File: src/rtl/fifo_rd_framer.sv
// fifo_rd_framer
//   Read-side framer for the HSST test FIFO (32-bit read port). Waits for a
//   full frame of words to be available, pops exactly FRAME_LEN words and
//   emits SOF + payload + EOF on a 32-bit 8b/10b TX path with per-byte K
//   flags. Idle/comma words are sent between frames to keep the lane aligned.
//
//   Optional feature macro: FIFO_RD_FRAMER_CHECKSUM_EN
//     defined   -> EOF carries the 24-bit payload sum: {sum[23:0], 8'hFD}
//     undefined -> EOF is 32'h0000_00FD and no accumulator is built
//
// Ports
//   rd_clk              FIFO read clock (only clock)
//   rd_rst              synchronous active-high reset
//   tx_en               permission to start new frames (sampled in IDLE only)
//   fifo_rd_data        FIFO read data, valid 1 cycle after fifo_rd_en
//   fifo_rd_empty       FIFO empty flag
//   fifo_rd_water_level FIFO read-side fill level in words
//   fifo_rd_en          FIFO pop (combinational)
//   tx_data / tx_k      registered TX word and K flags (bit0 -> byte [7:0])
//   seq_num             sequence number of the next frame
//   frame_done          1-cycle pulse while EOF is on tx_data
//   underflow_err       sticky: a pop was needed while the FIFO was empty
//
// State     | meaning
// ST_IDLE   | idle words out; decision cycle pops word 0 and loads SOF
// ST_SOF    | SOF on tx_data; pops word 1, loads payload word 0
// ST_PAYLOAD| payload word cnt on tx_data; last index loads EOF
// ST_EOF    | EOF on tx_data, frame_done high; arms the gap counter
// ST_GAP    | idle words out until the gap counter expires

module fifo_rd_framer #(
  parameter int FRAME_LEN      = 64,
  parameter int IDLE_GAP       = 4,
  parameter int RD_LEVEL_WIDTH = 12
) (
  input  logic                      rd_clk,
  input  logic                      rd_rst,
  input  logic                      tx_en,
  input  logic [31:0]               fifo_rd_data,
  input  logic                      fifo_rd_empty,
  input  logic [RD_LEVEL_WIDTH-1:0] fifo_rd_water_level,
  output logic                      fifo_rd_en,
  output logic [31:0]               tx_data,
  output logic [3:0]                tx_k,
  output logic [7:0]                seq_num,
  output logic                      frame_done,
  output logic                      underflow_err
);

  localparam logic [31:0] IDLE_WORD   = 32'h50BC_50BC;
  localparam logic [3:0]  IDLE_K      = 4'b0101;
  localparam logic [3:0]  CTRL_K      = 4'b0001;
  localparam logic [7:0]  FRAME_LEN_8 = 8'(FRAME_LEN);
  localparam logic [8:0]  FRAME_LEN_9 = 9'(FRAME_LEN);
  localparam logic [7:0]  LAST_IDX    = 8'(FRAME_LEN - 1);
  localparam logic [3:0]  GAP_LOAD    = 4'(IDLE_GAP - 1);
  localparam logic [RD_LEVEL_WIDTH-1:0] FRAME_LEVEL = RD_LEVEL_WIDTH'(FRAME_LEN);

  typedef enum logic [2:0] {
    ST_IDLE,
    ST_SOF,
    ST_PAYLOAD,
    ST_EOF,
    ST_GAP
  } state_t;

  state_t      state_q, state_d;
  logic [7:0]  cnt_q, cnt_d;
  logic [3:0]  gap_q, gap_d;
  logic        need_pop, start, load_pay, last_word;
  logic        miss_q;
  logic [31:0] pay_word, eof_word;
  logic [31:0] tx_data_d;
  logic [3:0]  tx_k_d;

  // A suppressed pop leaves stale data on the FIFO port; replace it with zero.
  assign pay_word = miss_q ? 32'h0000_0000 : fifo_rd_data;

`ifdef FIFO_RD_FRAMER_CHECKSUM_EN
  logic [23:0] sum_q;
  assign eof_word = {sum_q, 8'hFD};

  always_ff @(posedge rd_clk) begin
    if (rd_rst) begin
      sum_q <= '0;
    end else if (start) begin
      sum_q <= '0;
    end else if (load_pay) begin
      sum_q <= sum_q + pay_word[23:0];
    end
  end
`else
  assign eof_word = 32'h0000_00FD;
`endif

  always_comb begin
    state_d   = state_q;
    cnt_d     = cnt_q;
    gap_d     = gap_q;
    need_pop  = 1'b0;
    start     = 1'b0;
    load_pay  = 1'b0;
    last_word = 1'b0;
    case (state_q)
      ST_IDLE: begin
        if (tx_en && (fifo_rd_water_level >= FRAME_LEVEL) && !fifo_rd_empty &&
            (gap_q == 4'd0)) begin
          start    = 1'b1;
          need_pop = 1'b1;
          state_d  = ST_SOF;
        end
      end
      ST_SOF: begin
        need_pop = 1'b1;
        load_pay = 1'b1;
        cnt_d    = 8'd0;
        state_d  = ST_PAYLOAD;
      end
      ST_PAYLOAD: begin
        // Pops run two words ahead of the word currently on tx_data.
        need_pop = (({1'b0, cnt_q} + 9'd2) < FRAME_LEN_9);
        if (cnt_q == LAST_IDX) begin
          last_word = 1'b1;
          state_d   = ST_EOF;
        end else begin
          load_pay = 1'b1;
          cnt_d    = cnt_q + 8'd1;
        end
      end
      ST_EOF: begin
        // The decision cycle itself is the last idle word of the gap.
        gap_d   = GAP_LOAD;
        state_d = (GAP_LOAD == 4'd0) ? ST_IDLE : ST_GAP;
      end
      ST_GAP: begin
        gap_d = gap_q - 4'd1;
        if (gap_q == 4'd1) state_d = ST_IDLE;
      end
      default: state_d = ST_IDLE;
    endcase
  end

  assign fifo_rd_en = need_pop & ~fifo_rd_empty & ~rd_rst;

  always_comb begin
    tx_data_d = IDLE_WORD;
    tx_k_d    = IDLE_K;
    if (start) begin
      tx_data_d = {seq_num, FRAME_LEN_8, 8'h00, 8'hFB};
      tx_k_d    = CTRL_K;
    end else if (load_pay) begin
      tx_data_d = pay_word;
      tx_k_d    = 4'b0000;
    end else if (last_word) begin
      tx_data_d = eof_word;
      tx_k_d    = CTRL_K;
    end
  end

  always_ff @(posedge rd_clk) begin
    if (rd_rst) begin
      state_q       <= ST_IDLE;
      cnt_q         <= '0;
      gap_q         <= '0;
      miss_q        <= 1'b0;
      tx_data       <= IDLE_WORD;
      tx_k          <= IDLE_K;
      seq_num       <= '0;
      frame_done    <= 1'b0;
      underflow_err <= 1'b0;
    end else begin
      state_q       <= state_d;
      cnt_q         <= cnt_d;
      gap_q         <= gap_d;
      miss_q        <= need_pop & fifo_rd_empty;
      tx_data       <= tx_data_d;
      tx_k          <= tx_k_d;
      frame_done    <= last_word;
      underflow_err <= underflow_err | (need_pop & fifo_rd_empty);
      if (last_word) seq_num <= seq_num + 8'd1;
    end
  end

endmodule

File: config.mk
export PLATFORM = sky130hd
export DESIGN_NAME = fifo_rd_framer
export DESIGN_NICKNAME = d
export VERILOG_FILES = /design/src/rtl/fifo_rd_framer.sv
export SDC_FILE = /design/constraint.sdc
export NUM_CORES = 1
export LEC_CHECK = 0
export CAP_MARGIN = 15
export CORE_MARGIN = 1
export CORE_UTILIZATION = 46
export DETAILED_ROUTE_END_ITERATION = 6
export PLACE_DENSITY = 0.85
export SLEW_MARGIN = 20
export SYNTH_ARGS = -nofsm -noshare
export SYNTH_HDL_FRONTEND = slang
export SYNTH_SLANG_ARGS = --single-unit
File: constraint.sdc
create_clock -name rd_clk -period 5.4 [get_ports rd_clk]
set_clock_uncertainty 0.1 [all_clocks]
set_input_delay 1.08 -clock rd_clk [delete_from_list [all_inputs] [get_ports rd_clk]]
set_output_delay 1.08 -clock rd_clk [all_outputs]
set_load 0.01 [all_outputs]
==> metrics.cfg <==
[status]
status=completed

[setup_path]
slowest_delay_ps=560
rr_startpoint=cnt_q[0]
end_kind=output port
crit_buf_inv=2
crit_fanout=5
critical_path.most_common_cell=clkdlybuf4s50_1
crit_family=buffers and inverters
cp-startpoint=fifo_rd_empty
worstPathRequired_ps=4220
critPathArrivalTime_ps=3600
reg2reg_slack_ps=2350
critPathSlowestCell=clkdlybuf4s50_1
start_kind=input pin
cp_cell_sequence=clkdlybuf4s50_1, or4b_1, a2111o_1, nor2_4, o21ai_0, nor2_1, clkdlybuf4s50_1
crit_type=input pin to output port

[clock_tree]
post_cts_buffers=0
cts_root_buf=clkbuf_8
clkSlewWorstSetupHoldPaths_ps=70
cts_tree=done
ctsHoldBuffers=0
clock_latency_ps=340
cts_buffer_depth=2
cts_buffers=9
clkSinkCount=60
cts_resized=0
cts_max_level=3

[power_and_ir_drop]
p_leak_uw=0.00137
p_total_uw=1070
ir_drop_mv=0.148
power.density_nw_per_um2=304

[placed_design]
hpwl_mm=4.25
dp_cells=403
port_buffers=86
place_congestion=0.949
dpl_cell_area_um2=3310

[logic_synthesis]
synth_top_cell_by_area=dfxtp_1
ys_dominant_reg_cell=dfxtp_1
synth_edf_count=0
synth_most_common_cell=dfxtp_1
syn_inst=259
synth_top_area_frac=0.497
synth.avg_cell_area_um2=9.32
async_flop_share=0
ys_seq_area_frac=0.497
ys_top_cells_by_area=dfxtp_1 50%, xor2_1 4.0%, a21oi_1 3.9%, nor2_1 3.7%, nand2b_1 2.8%
synth_cell_types=46
syn-cell-area_um2=2410
synth_warnings=0
ys_seq_elements=60
synth_common_cells=60 x dfxtp_1, 24 x nor2_1, 19 x a21oi_1

[global_route]
antenna_found_initial=0
grt_max_degree=19
grt_pass1_vias=1955
grt-ovfl-total=0
grt_pass1_wl_mm=8.89
grt_use_total=0.218

[final_layout]
synthToLayoutAreaGrowth_pct=45.3
final_cells=419
design_area_um2=3510
multi_input_area_um2=1100
drive_gt1_frac=0.0688
num-fill-cells=410
regArea_um2=1200
fin_nets=397
antennaDiodeCount=0

[route]
vias=2130
route.met3.wl_um=378
top_layer_used=met4
post_drt_wl_per_cell_um=14.2
route.detailed.drc=0
wirelength_mm=5.96
drt_first_pass_iters=4
viasPerCell=5.08
final_antenna_net_count=0
drt_iter0_drc=69
met1_length_mm=2.64
met2_wirelength_mm=2.81

[floorplan]
dieWidth_um=74.5
start_util=0.476
ioPinCount=95
core_um2=5070
rows=26
die-area_um2=5540
die_h_um=74.5

[timing]
slew_headroom=0.484
final-setup-viol-count=0
tightestPinTransition_ps=771
whs_ps=433
finalCriticalPeriod_ps=4780
finalHoldViolations=0
maxSlewViolCount=0
tns_ps=0
rsz0062_at_grt=no
finalCritPeriodShare=0.885
fmax_mhz=209

[min_path]
min_from=seq_num[5]
hp-class=flop to flop

[run]
cap_violations=0

## power by group
group	total (uW)	internal (uW)	switching [uW]
sequential	490	470	19.1
clock	411	225	186
combinational	167	95.4	71.1
## placed cells by master (no fill, tap or decap), types with 7 or more instances in the layout
| master | instances |
|---|---|
| a22o_1 | 7 |
| a21oi_1 | 19 |
| dfxtp_1 | 60 |
| xor2_1 | 11 |
| clkbuf_8 | 10 |
| nand2b_1 | 11 |
| and2_1 | 8 |
| clkdlybuf4s50_1 | 86 |
| o21ai_0 | 12 |
| nand2_1 | 12 |
| nor2_1 | 24 |
| inv_1 | 12 |
## sequential cells by signal (all words and copies together), names as in the netlist
signal         cells
tx_data           32
state_q            3
seq_num            8
miss_q             1
tx_k               2
underflow_err      1
gap_q              4
cnt_q              8
frame_done         1
## per-stage QoR
stage	worst slack, ps	util
after floorplan	1740	-
after global placement	687	0.652
after detailed placement	650	0.652
after CTS	642	0.691
after global routing	549	0.691
final	622	0.691
## metal layers
metal / track usage / up-vias
li1: - / 1064
met1: 0.260 / 971
met2: 0.361 / 79
met3: 0.0610 / 16
met4: 0.107 / 0
met5: 0 / -
## worst register-to-register path: cells and delay by family, from the launching register on
family                   cells  cell delay [ps]
AND/OR/NAND/NOR              4             1480
AO/OA/AOI/OAI                2              610
flip-flops                   1              370
adder cells (fa/ha/maj)      1              240
buffers and inverters        1              200
## kinds of logic after synthesis
group,count (synthesis),share of synthesized area
AOI/OAI and AO/OA,57,0.152
xor gates and xnor gates,12,0.0435
adders and majority gates,5,0.0259
buffers and inverters,26,0.0466
DFF,60,0.497
muxes,1,0.00415
other,1,0.00155
and+or+nand+nor,97,0.229
## cell type report
type                            count  share of cell area
Sequential cell                    60               0.342
Multi-Input combinational cell    174               0.315
Timing Repair Buffer               87               0.248
Clock buffer                       10              0.0392
Tap cell                           70              0.0250
Clock inverter                      6              0.0182
Inverter                           12              0.0128
## path summary, 6_finish.rpt
path                               endpoint  depth (start not counted)
worst min register to register  tx_data[29]                          1
worst min-delay path            tx_data[29]                          1
worst max register to register  tx_data[24]                          8
worst max-delay path             fifo_rd_en                          7
No activity file was read; power rests on OpenSTA's default activity.
